$ cat src/rtl/vga_cfg_pkg.sv
// vga_cfg_pkg: shared FSM state, control-space word offsets and register bit positions
package vga_cfg_pkg;
   typedef enum logic {IDLE, DRAIN} state_t;
   localparam int STATUS_W = 0;
   localparam int CTRL_W = 1;
   localparam int ST_FULL = 8;
   localparam int ST_EMPTY = 9;
   localparam int ST_OVF = 10;
   localparam int ST_COMMIT = 11;
   localparam int ST_VBLANK = 12;
   localparam int ST_DRAIN = 13;
   localparam int CT_IMM = 0;
   localparam int CT_IRQ_EN = 1;
   localparam int CT_CLR_OVF = 2;
   localparam int CT_CLR_COMMIT = 3;
endpackage

$ cat src/rtl/cfg_fifo.sv
// cfg_fifo: synchronous first-word-fall-through FIFO; full is judged on the pre-pop count
module cfg_fifo #(
   parameter int DEPTH = 8,
   parameter int W = 42
) (
   input  logic                     clk,
   input  logic                     rst_n,
   input  logic                     push,
   input  logic                     pop,
   input  logic [W-1:0]             din,
   output logic [W-1:0]             dout,
   output logic [$clog2(DEPTH):0]   count,
   output logic                     full,
   output logic                     empty
);
   localparam int AW = $clog2(DEPTH);
   localparam int CW = AW + 1;
   logic [W-1:0] mem [DEPTH];
   logic [AW-1:0] wr_ptr, rd_ptr;
   logic do_push, do_pop;
   assign full = count == CW'(DEPTH);
   assign empty = count == '0;
   assign do_push = push & ~full;
   assign do_pop = pop & ~empty;
   assign dout = mem[rd_ptr];
   always_ff @(posedge clk)
      if (do_push) mem[wr_ptr] <= din;
   always_ff @(posedge clk) begin
      if (!rst_n) begin
         wr_ptr <= '0;
         rd_ptr <= '0;
         count <= '0;
      end else begin
         wr_ptr <= do_push ? wr_ptr + AW'(1) : wr_ptr;
         rd_ptr <= do_pop ? rd_ptr + AW'(1) : rd_ptr;
         count <= count + CW'(do_push) - CW'(do_pop);
      end
   end
endmodule

$ cat src/rtl/vblank_cfg_scheduler.sv
// vblank_cfg_scheduler: queues Wishbone graphics-register writes and releases them
// to the core only in vertical blanking (or at once in immediate mode)
module vblank_cfg_scheduler
   import vga_cfg_pkg::*;
#(
   parameter int DEPTH = 8,
   parameter int ADDR_W = 6
) (
   input  logic              wb_clk_i,
   input  logic              wb_rst_ni,
   input  logic              wbs_cyc_i,
   input  logic              wbs_stb_i,
   input  logic              wbs_we_i,
   input  logic [3:0]        wbs_sel_i,
   input  logic [31:0]       wbs_adr_i,
   input  logic [31:0]       wbs_dat_i,
   output logic              wbs_ack_o,
   output logic [31:0]       wbs_dat_o,
   input  logic              vblank_i,
   output logic              cfg_valid_o,
   output logic [ADDR_W-1:0] cfg_addr_o,
   output logic [31:0]       cfg_data_o,
   output logic [3:0]        cfg_sel_o,
   input  logic              cfg_ready_i,
   output logic              irq_o
);
   localparam int CW = $clog2(DEPTH) + 1;
   localparam int W = ADDR_W + 36;
   state_t state, nxt;
   logic req, ctl_space, q_wr, ctrl_wr, push_ok, pop, go, set_commit;
   logic imm, irq_en, ovf, commit, full, empty;
   logic [ADDR_W-1:0] idx;
   logic [CW-1:0] count;
   logic [W-1:0] head;
   logic [31:0] status, rdata;
   logic unused_adr;
   assign unused_adr = &{1'b0, wbs_adr_i[31:ADDR_W+3], wbs_adr_i[1:0]};
   assign req = wbs_cyc_i & wbs_stb_i & ~wbs_ack_o;
   assign ctl_space = wbs_adr_i[ADDR_W+2];
   assign idx = wbs_adr_i[ADDR_W+1:2];
   assign q_wr = req & wbs_we_i & ~ctl_space;
   assign ctrl_wr = req & wbs_we_i & ctl_space & (idx == ADDR_W'(CTRL_W));
   assign push_ok = q_wr & ~full;
   assign go = vblank_i | imm;
   assign cfg_valid_o = (state == DRAIN) & ~empty;
   assign pop = cfg_valid_o & cfg_ready_i;
   // payload is masked while idle so outputs read 0 after reset despite unreset storage
   assign cfg_addr_o = cfg_valid_o ? head[W-1 -: ADDR_W] : '0;
   assign cfg_data_o = cfg_valid_o ? head[35:4] : '0;
   assign cfg_sel_o = cfg_valid_o ? head[3:0] : '0;
   assign irq_o = irq_en & (ovf | commit);
   cfg_fifo #(.DEPTH(DEPTH), .W(W)) u_fifo (
      .clk(wb_clk_i),
      .rst_n(wb_rst_ni),
      .push(q_wr),
      .pop(pop),
      .din({idx, wbs_dat_i, wbs_sel_i}),
      .dout(head),
      .count(count),
      .full(full),
      .empty(empty)
   );
   always_comb begin
      status = '0;
      status[CW-1:0] = count;
      status[ST_FULL] = full;
      status[ST_EMPTY] = empty;
      status[ST_OVF] = ovf;
      status[ST_COMMIT] = commit;
      status[ST_VBLANK] = vblank_i;
      status[ST_DRAIN] = state == DRAIN;
      rdata = !ctl_space ? '0 :
              idx == ADDR_W'(STATUS_W) ? status :
              idx == ADDR_W'(CTRL_W) ? {30'b0, irq_en, imm} : '0;
   end
   // a pending entry is never withdrawn: leaving on a vblank fall waits for its handshake
   always_comb begin
      set_commit = (state == DRAIN) & pop & (count == CW'(1)) & ~push_ok;
      nxt = state;
      if (state == IDLE)
         nxt = (~empty & go) ? DRAIN : IDLE;
      else
         nxt = (empty | set_commit | (~go & pop)) ? IDLE : DRAIN;
   end
   always_ff @(posedge wb_clk_i) begin
      if (!wb_rst_ni) begin
         state <= IDLE;
         wbs_ack_o <= 1'b0;
         wbs_dat_o <= '0;
         imm <= 1'b0;
         irq_en <= 1'b0;
         ovf <= 1'b0;
         commit <= 1'b0;
      end else begin
         state <= nxt;
         wbs_ack_o <= req;
         wbs_dat_o <= (req & ~wbs_we_i) ? rdata : '0;
         imm <= ctrl_wr ? wbs_dat_i[CT_IMM] : imm;
         irq_en <= ctrl_wr ? wbs_dat_i[CT_IRQ_EN] : irq_en;
         ovf <= (q_wr & full) | (ovf & ~(ctrl_wr & wbs_dat_i[CT_CLR_OVF]));
         commit <= set_commit | (commit & ~(ctrl_wr & wbs_dat_i[CT_CLR_COMMIT]));
      end
   end
endmodule

$ cat config.mk
export PLATFORM = sky130hd
export DESIGN_NAME = vblank_cfg_scheduler
export DESIGN_NICKNAME = d
export VERILOG_FILES = /design/src/rtl/vga_cfg_pkg.sv /design/src/rtl/cfg_fifo.sv /design/src/rtl/vblank_cfg_scheduler.sv
export SDC_FILE = /design/constraint.sdc
export NUM_CORES = 1
export LEC_CHECK = 0
export ABC_AREA = 0
export ABC_CLOCK_PERIOD_IN_PS = 6400
export CAP_MARGIN = 20
export CORE_ASPECT_RATIO = 1.4
export CORE_MARGIN = 10
export CORE_UTILIZATION = 29
export DETAILED_ROUTE_END_ITERATION = 7
export GPL_TIMING_DRIVEN = 0
export PLACE_DENSITY = 0.44
export SLEW_MARGIN = 0
export SYNTH_ARGS = -nofsm -noshare
export SYNTH_HDL_FRONTEND = slang
export SYNTH_SLANG_ARGS = --single-unit
$ cat constraint.sdc
create_clock -name wb_clk_i -period 6.4 [get_ports wb_clk_i]
set_input_delay 0.64 -clock wb_clk_i [delete_from_list [all_inputs] [get_ports wb_clk_i]]
set_output_delay 0.64 -clock wb_clk_i [all_outputs]
set_load 0.05 [all_outputs]
; ---- Word-level counts from Yosys, hierarchy flattened
; Memories as Yosys holds them, arrays and structs flattened. A register that Yosys moved wholly into a read port is not among the register bits.
; Index checks and enable logic that the tools add are counted.
[totals]
in_bits = 75
n_memories = 1
romBits = 0
output_inout_bits = 77
regBits = 48
latch_bits = 0
word_cells = 74
ramBits = 336
[memory_table]
columns = name, depth, word_bits, read_ports, rd_clocked_by_memory_dff, wr, line
row1 = u_fifo.mem, 8, 42, 1, 1, 1, cfg_fifo.sv:18  ; logic [W-1:0] mem [DEPTH];
[classes]
n_bitwise = 39
multipliers = 0
addsub = 4
shift = 0
n_div = 0
mux = 12
reduce_logical = 4
n_eq_ne = 3
order_cmp = 0
[op_table]
columns = cell, count
row1 = 32-bit 2-to-1 mux, 1
row2 = 1-bit bitwise AND, 22
row3 = 14-bit 2-to-1 mux, 1
row4 = 1-bit NOT, 11
row5 = "3-bit by 1-bit adder with 3-bit output, second input constant", 2
row6 = "6-bit by 1-bit equality test with 1-bit output, second input constant", 1
row7 = 6-bit zero test, 1
row8 = 3-bit 2-to-1 mux, 2
row9 = 6-bit 2-to-1 mux, 1
row10 = 1-bit OR, 6
row11 = 1-bit 2-to-1 mux, 5
row12 = 4-bit by 1-bit adder with 4-bit output, 1
row13 = "4-bit by 1-bit equality test with 1-bit output, second input constant", 1
row14 = "4-bit equality test, second input constant", 1
row15 = 4-bit zero test, 1
row16 = 4-bit 2-to-1 mux, 1
row17 = 4-bit OR reduction, 1
row18 = 4-bit by 1-bit subtractor with 4-bit output, 1
row19 = 3-bit AND reduction, 1
row20 = 2-bit 2-to-1 mux, 1

; ---- Longest topological paths before layout
[depth]
depth_word = 11
depth_mapped = 11
ltp_nobuf = 11

; ---- Cells and area by module
; A second synthesis with hierarchy kept.
[hier_totals]
hier_cells = 700
hier_area_um2 = 14440.1
[by_module_without_submodules]
columns = module, area_per_inst_um2, cells_each, seq_area_each_um2, n_inst
row1 = cfg_fifo, 13309.0, 564, 10349.9, 1
row2 = vblank_cfg_scheduler, 1131.1, 136, 320.3, 1

; ---- Least setup slack after synthesis
; No wires, ideal clock.
[synth_path]
path_type = input-to-reg
from = in wbs_we_i
to = mem u_fifo.mem[0][0] (enable)
arrival_ns = 5.064
cell_stages = 3
path_slack_ns = 0.790
setup_time_ns = 0.546
n_path_buf = 0
required_ns = 5.854
path_cell_list = nor2b_1 -> nand3_1 -> nor4_1
[synth_between]
elab_chain_cells = 5
[synth_lines]
columns = item, line
row1 = "start, declared", vblank_cfg_scheduler.sv:13  ; input logic wbs_we_i,
row2 = 1-bit bitwise AND (2 in a row), vblank_cfg_scheduler.sv:41  ; assign q_wr = req & wbs_we_i & ~ctl_space;
row3 = 1-bit bitwise AND, cfg_fifo.sv:23  ; assign do_push = push & ~full;
row4 = 1-bit 2-to-1 mux, cfg_fifo.sv:27  ; if (do_push) mem[wr_ptr] <= din;
row5 = 1-bit 2-to-1 mux (not written as such), cfg_fifo.sv:27
row6 = "end, declared", cfg_fifo.sv:18
; No other way between the ends.

; ---- Worst setup path in the final report
[layout_path]
from = reg u_fifo.count[2]
to = out cfg_data_o[13]
[layout_between]
elab_chain_cells = 4
[layout_lines]
columns = item, line
row1 = "start, declared", cfg_fifo.sv:12  ; output logic [$clog2(DEPTH):0] count,
row2 = "start signal, assigned", cfg_fifo.sv:36  ; count <= count + CW'(do_push) - CW'(do_pop);
row3 = 4-bit zero test, cfg_fifo.sv:22  ; assign empty = count == '0;
row4 = 1-bit NOT, vblank_cfg_scheduler.sv:45  ; assign cfg_valid_o = (state == DRAIN) & ~empty;
row5 = 1-bit bitwise AND, vblank_cfg_scheduler.sv:45
row6 = 32-bit 2-to-1 mux, vblank_cfg_scheduler.sv:49  ; assign cfg_data_o = cfg_valid_o ? head[35:4] : '0;
row7 = "end, declared", vblank_cfg_scheduler.sv:22  ; output logic [31:0] cfg_data_o,
; No other way between the ends.

==> impl_metrics.csv <==
group,metric,value,unit
outcome,status,"completed",
clock_network,htreeDepth,2,
global_routing,grt.overflow.total,0,
setup_path,crit_fanout,10,
routing,routedWlPerCell,22.8,µm
floorplanning,core,47900,µm²
hold_path,worstHoldStart,"u_fifo.count[3]",
sta,finalHoldViolations,0,
clock_network,clkSlewWorstSetupHoldPaths,0.06,ns
power,power_frac_clock,42.4,%
global_routing,grt_pass1_wl,51000,µm
setup_path,critPathKind,"flop to primary output",
logic_synthesis,synth_cell_types,44,
global_routing,track_usage,12.0,%
floorplanning,initial_core_util,29.3,%
floorplanning,die_height,280,µm
placed_design,portBuffers,104,
sta,setup_viol_count_final,0,
routing,drt-initial-drc-count,310,
setup_path,crit_arrival,3.83,ns
clock_network,cts.repair.resized,0,
power,peakVddDrop,0.000146,V
global_routing,antenna_found_initial,2,
power,p_total,4.79,mW
finish,drive_gt1_share,25.0,%
logic_synthesis,syn_inst,658,
routing,vias,6934,
placed_design,place_hpwl,23400,µm
routing,drt_wl_total,34600,µm
setup_path,crit_start,"u_fifo.count[2]",
floorplanning,die_x,206,µm
global_routing,grt_start_max_net_pins,17,
clock_network,root_buffer,"clkbuf_16",
finish,nets,943,
finish,antennaDiodeCount,0,
logic_synthesis,synth_edf_count,336,
routing,drt_pass1_iterations,6,
logic_synthesis,ys_async_sr_fraction,0,%
sta,period_share,69.8,%
logic_synthesis,syn_area,14000,µm²
setup_path,cp-start-kind,"flop",
placed_design,place_inst,1449,
global_routing,grt_pass1_vias,7612,
logic_synthesis,ys_ff_latch,365,
sta,timing.final.ws_setup,1.93,ns
job,maxCapViolations,0,
finish,final_area,17600,µm²
hold_path,hp-class,"flop to flop",
clock_network,cts_setup_buffers,0,
sta,fmax,0.224,GHz
routing,drc,0,
routing,viasPerCell,4.58,
sta,slew_viol_final,0,
clock_network,cts_hold_buffers,0,
power,p_leak,5.55,nW
logic_synthesis,synth-seq-area-share,76.1,%
floorplanning,rows,95,
power,power_switching,977,µW
logic_synthesis,syn_area_per_cell,21.3,µm²
logic_synthesis,synth_top_area_share,72.0,%
power,switching_share,20.4,%
placed_design,gp_congestion,0.712,
logic_synthesis,synthTopCellsByArea,"edfxtp_1 72%, mux4_2 13%, dfxtp_1 4.1%",
sta,tightest_slew,0.895,ns
power,combPwrFrac,3.0,%
setup_path,crit_required,5.76,ns
placed_design,place_ws,2.40,ns
clock_network,cts_sinks,365,
floorplanning,fp.dieArea,57700,µm²
logic_synthesis,yosysTopAreaCell,"edfxtp_1",
routing,antenna_left,0,
clock_network,cts_buffers,38,
clock_network,clock_latency,0.53,ns
power,internal_power,3.81,mW
sta,clock_skew,0.0192,ns
power,powerDensity,273,nW/µm²
setup_path,reg2reg_from,"u_fifo.count[2]",
power,seqPwrFrac,54.6,%
floorplanning,ios,152,
finish,fin_cells,1515,
finish,final_core_util,36.7,%
clock_network,tritoncts,"built",
logic_synthesis,synthFlopType,"edfxtp_1",
sta,period_needed,4.47,ns
logic_synthesis,yosys_warnings,0,
sta,rsz0062_at_grt,"false",
setup_path,cp-end-kind,"primary output",
placed_design,placed_cell_area,16500,µm²
clock_network,clk_path_buf_depth,3,
sta,slew_headroom,40.0,%
finish,syn_to_final_growth,25.3,%
final timing paths:
kind	slack, ns	end	depth (start not counted)
min	0.47	wbs_dat_o[3]	2
max reg2reg	3.58	u_fifo.mem[3][15]	8
min reg2reg	0.47	wbs_dat_o[3]	2
max	1.93	cfg_data_o[13]	8
layout by cell type, fill, tap and decap left out, drive strengths merged, types with 3 or more instances in the layout:
master           n
clkbuf          60
a21oi            4
nand2b           8
nor3            10
buf             73
inv             11
and2             7
nand4            3
mux4            84
ha               8
clkdlybuf4s50  104
conb            22
mux2i            9
nand2           14
nor2             7
clkinv          17
or3b             3
nand3            4
dfxtp           29
edfxtp         336
nor4             5
a22o            42
logic make-up after synthesis:
group                      Yosys count  synth area share, %
AOI/OAI and AO/OA                   54                 3.18
xor gates and xnor gates             1               0.0625
adders and majority gates            9                0.857
buffers and inverters               62                 2.42
DFF                                365                 76.1
muxes                               93                 14.1
other                                1               0.0268
and+or+nand+nor                     73                 3.20
power groups by stage:
stage / Clock [mW] / Sequential (mW) / Combinational [mW]
floorplan: 0 / 2.67 / 0.0694
global placement: 0 / 2.67 / 0.143
detailed placement: 0 / 2.66 / 0.147
CTS: 2.10 / 2.61 / 0.148
global route: 2.19 / 2.61 / 0.158
finish: 2.03 / 2.61 / 0.146
flip-flops by register name, indices dropped and copies added (netlist names), named ones only:
register and flops:
commit 1, imm 1, irq_en 1, ovf 1, state 1, u_fifo.count 4
u_fifo.mem 336, u_fifo.rd_ptr 3, u_fifo.wr_ptr 3, wbs_ack_o 1, wbs_dat_o 10
cell usage after synthesis (6+ instances only):
cell      instances
inv_1            10
buf_4            22
clkbuf_1         15
nor3_2            6
and2_1            7
a22o_1           42
mux4_2           84
ha_1              8
buf_2            13
nand2b_1          8
dfxtp_1          29
edfxtp_1        336
nor2_1            7
mux2i_1           9
nand2_1          14
per-layer routing:
metal  GRT usage, %  routed length [µm]
met1           14.6               14300
met2           20.9               17700
met3           2.43                1730
met4           3.64                 739
met5              0                  25
cell type report:
type                            count  area (µm²)
Buffer                             52         302
Clock buffer                       45         998
Clock inverter                     21         119
Fill cell                        4412       30300
Inverter                           10        37.5
Multi-Input combinational cell    252        3140
Sequential cell                   365       10700
Tap cell                          630         788
Timing Repair Buffer              140        1520
per-stage QoR:
| step | TNS, ns | hold slack [ns] |
|---|---|---|
| final | 0 | 0.474 |
| after global routing | 0 | 0.521 |
| after CTS | 0 | 0.486 |
| after detailed placement | 0 | 0.465 |
| after global placement | -605.13 | 0.467 |
| after floorplan | 0 | 0.438 |
worst max-delay path, stage by stage (launching register included):
cell	delay [ns]
dfxtp_1	0.31
inv_1	0.09
ha_1	0.24
nor3b_1	0.22
nor3b_1	0.41
buf_2	0.28
clkbuf_1	0.61
a22o_1	0.28
clkdlybuf4s50_1	0.85
Power figures use the tool's default switching activity.
==> variant, RTL diff (same settings) <==
Change the parameter `ADDR_W` from 6 to 5.
--- a/src/rtl/vblank_cfg_scheduler.sv
+++ b/src/rtl/vblank_cfg_scheduler.sv
@@ -6,3 +6,3 @@
    parameter int DEPTH = 8,
-   parameter int ADDR_W = 6
+   parameter int ADDR_W = 5
 ) (
Interface: changed (resized cfg_addr_o); port bits go from 152 to 151. No check against the original RTL was run, so the function may have changed too.
==> variant against the original RTL <==
- sequential cell count fell by 8
- first-iteration DRC count rose by 47%
- critical endpoint is now cfg_data_o[17]
- critical path type unchanged
- final area is 2.4% lower
- synthesized cell count shrank 2.3%
- worst setup slack worse by 0.10 ns
- area after synthesis decreased by 2.2%
- wire length decreased by 5.8%
- total power fell by 2.1%
==> variant: results <==
[pwr]
peakVddDrop_v = 0.000130
p_leak_nw = 5.43

[finish]
final_cell_count_no_fill = 1489
antenna_cells = 0
syn_to_final_growth_pct = 25.1
largestRegisters = "u_fifo.mem (328), wbs_dat_o (10), u_fifo.count (4)"
drive_above_1_share = 0.250
nets = 924
fill_cells = 4334

[logic_synthesis]
yosys.area_share.adder = 0.00785
ys_seq_area_frac = 0.760
async_reset_ff_frac = 0
yosysUniqueCellTypes = 44
ys_warn_count = 0
synth_compound_area_frac = 0.0322
synth-edff-count = 328
synth_flop_cell = "edfxtp_1"
ys_top_cells_by_area = "edfxtp_1 72%, mux4_2 13%, dfxtp_1 4.2%"
yosys-top-cells-count = "328 x edfxtp_1, 82 x mux4_2, 41 x a22o_1"
synthMuxAreaShare = 0.143
synth_xor_area_frac = 0.00128
postSynthAreaPerCell_sq_um = 21.3

[critical_path]
crit_start = "u_fifo.count[2]$_SDFF_PN0_"
crit_fanout = 10
r2r_slack_ns = 3.23
crit_arrival_ns = 3.93
critPathMaxStageDelay_ns = 0.82
cp_slowest_cell = "clkdlybuf4s50_1"

[grt]
grt_pass1_vias = 7308
grt_max_degree = 22
grt.total_usage = 0.116
antenna_found_initial = 2
grt_pass1_wl_microns = 49200

[detailed_routing]
drt_iter0_markers = 455
firstDrtPassIters = 4
wire_per_inst_microns = 21.9
wl_met2_microns = 16800
wl_met3_microns = 1400
vias_per_cell = 4.52
wl_met1_microns = 13600
top_layer = "met5"

[clock_tree]
cts_buffers = 35
cts_resized = 0
worst_skew_pair.late_latency_ns = 0.52
htreeDepth = 2
cts.clk_slew.worst_paths_ns = 0.06
cts_buffer_depth = 3
cts_setup_buffers = 0
clock-root-buffer = "clkbuf_16"

[timing]
worst_clock_skew_ns = 0.0108
relSlewSlack = 0.317
hold_ws_ns = 0.488

[placed_design]
io_buffers = 102
hpwl_microns = 22200
gp_congestion = 0.667
place_area_sq_um = 16100
post-place-cells = 1428

[status]
status = "complete, no violations"

[hold_path]
hp-class = "flop to flop"
holdCritStartpoint = "u_fifo.count[3]$_SDFF_PN0_"
-- variant: logic make-up (layout without fill, tap and decap cells) --
logic type	Yosys count	after routing
AND/OR/NAND/NOR	65	65
flip-flops	357	357
adder cells (fa/ha/maj)	8	8
buffers and inverters	63	264
other	1	22
XOR/XNOR	2	2
multiplexers	94	94
AO/OA/AOI/OAI	53	53
-- variant: report_power, final --
part           switching, W  internal [W]
Clock              0.000844       0.00115
Combinational     0.0000883     0.0000541
Sequential       0.00000325       0.00255
Total              0.000936       0.00375
-- variant: path summary, 6_finish.rpt --
| path | to | cells after the start |
|---|---|---|
| setup / recovery | cfg_data_o[17] | 7 |
| hold / removal | wbs_dat_o[3]$_SDFF_PN0_ | 2 |
| setup reg to reg | u_fifo.mem[1][31]$_DFFE_PP_ | 9 |
| hold reg to reg | wbs_dat_o[3]$_SDFF_PN0_ | 2 |
-- variant: stage by stage --
| stage | TNS, ns | worst slack, ns |
|---|---|---|
| global route | 0 | 1.53 |
| global placement | -787.29 | -5.53 |
| floorplan | 0 | 0.473 |
| CTS | 0 | 1.64 |
| detailed placement | 0 | 2.22 |
| finish | 0 | 1.83 |
-- variant: layer usage --
| layer | global-route usage | vias up |
|---|---|---|
| li1 | - | 3014 |
| met1 | 0.144 | 3525 |
| met2 | 0.198 | 137 |
| met3 | 0.0230 | 51 |
| met4 | 0.0372 | 4 |
| met5 | 0 | - |
-- variant: area by class of cell --
type                    count  share of cell area
flip-flops and latches    357               0.608
clock buffers              46              0.0565
multi-input cells         244               0.179
well taps                 624              0.0455
plain buffers              54              0.0177
repair buffers            140              0.0840
clock inverters            15             0.00715
inverters                   9             0.00197
-- variant: critical path, delay by kind of cell (launching register included) --
| family | cells | cell delay (ns) |
|---|---|---|
| and+or+nand+nor | 2 | 1.03 |
| buffers and inverters | 3 | 1.56 |
| DFF | 1 | 0.31 |
| adders and majority gates | 1 | 0.22 |
| AOI/OAI and AO/OA | 1 | 0.29 |
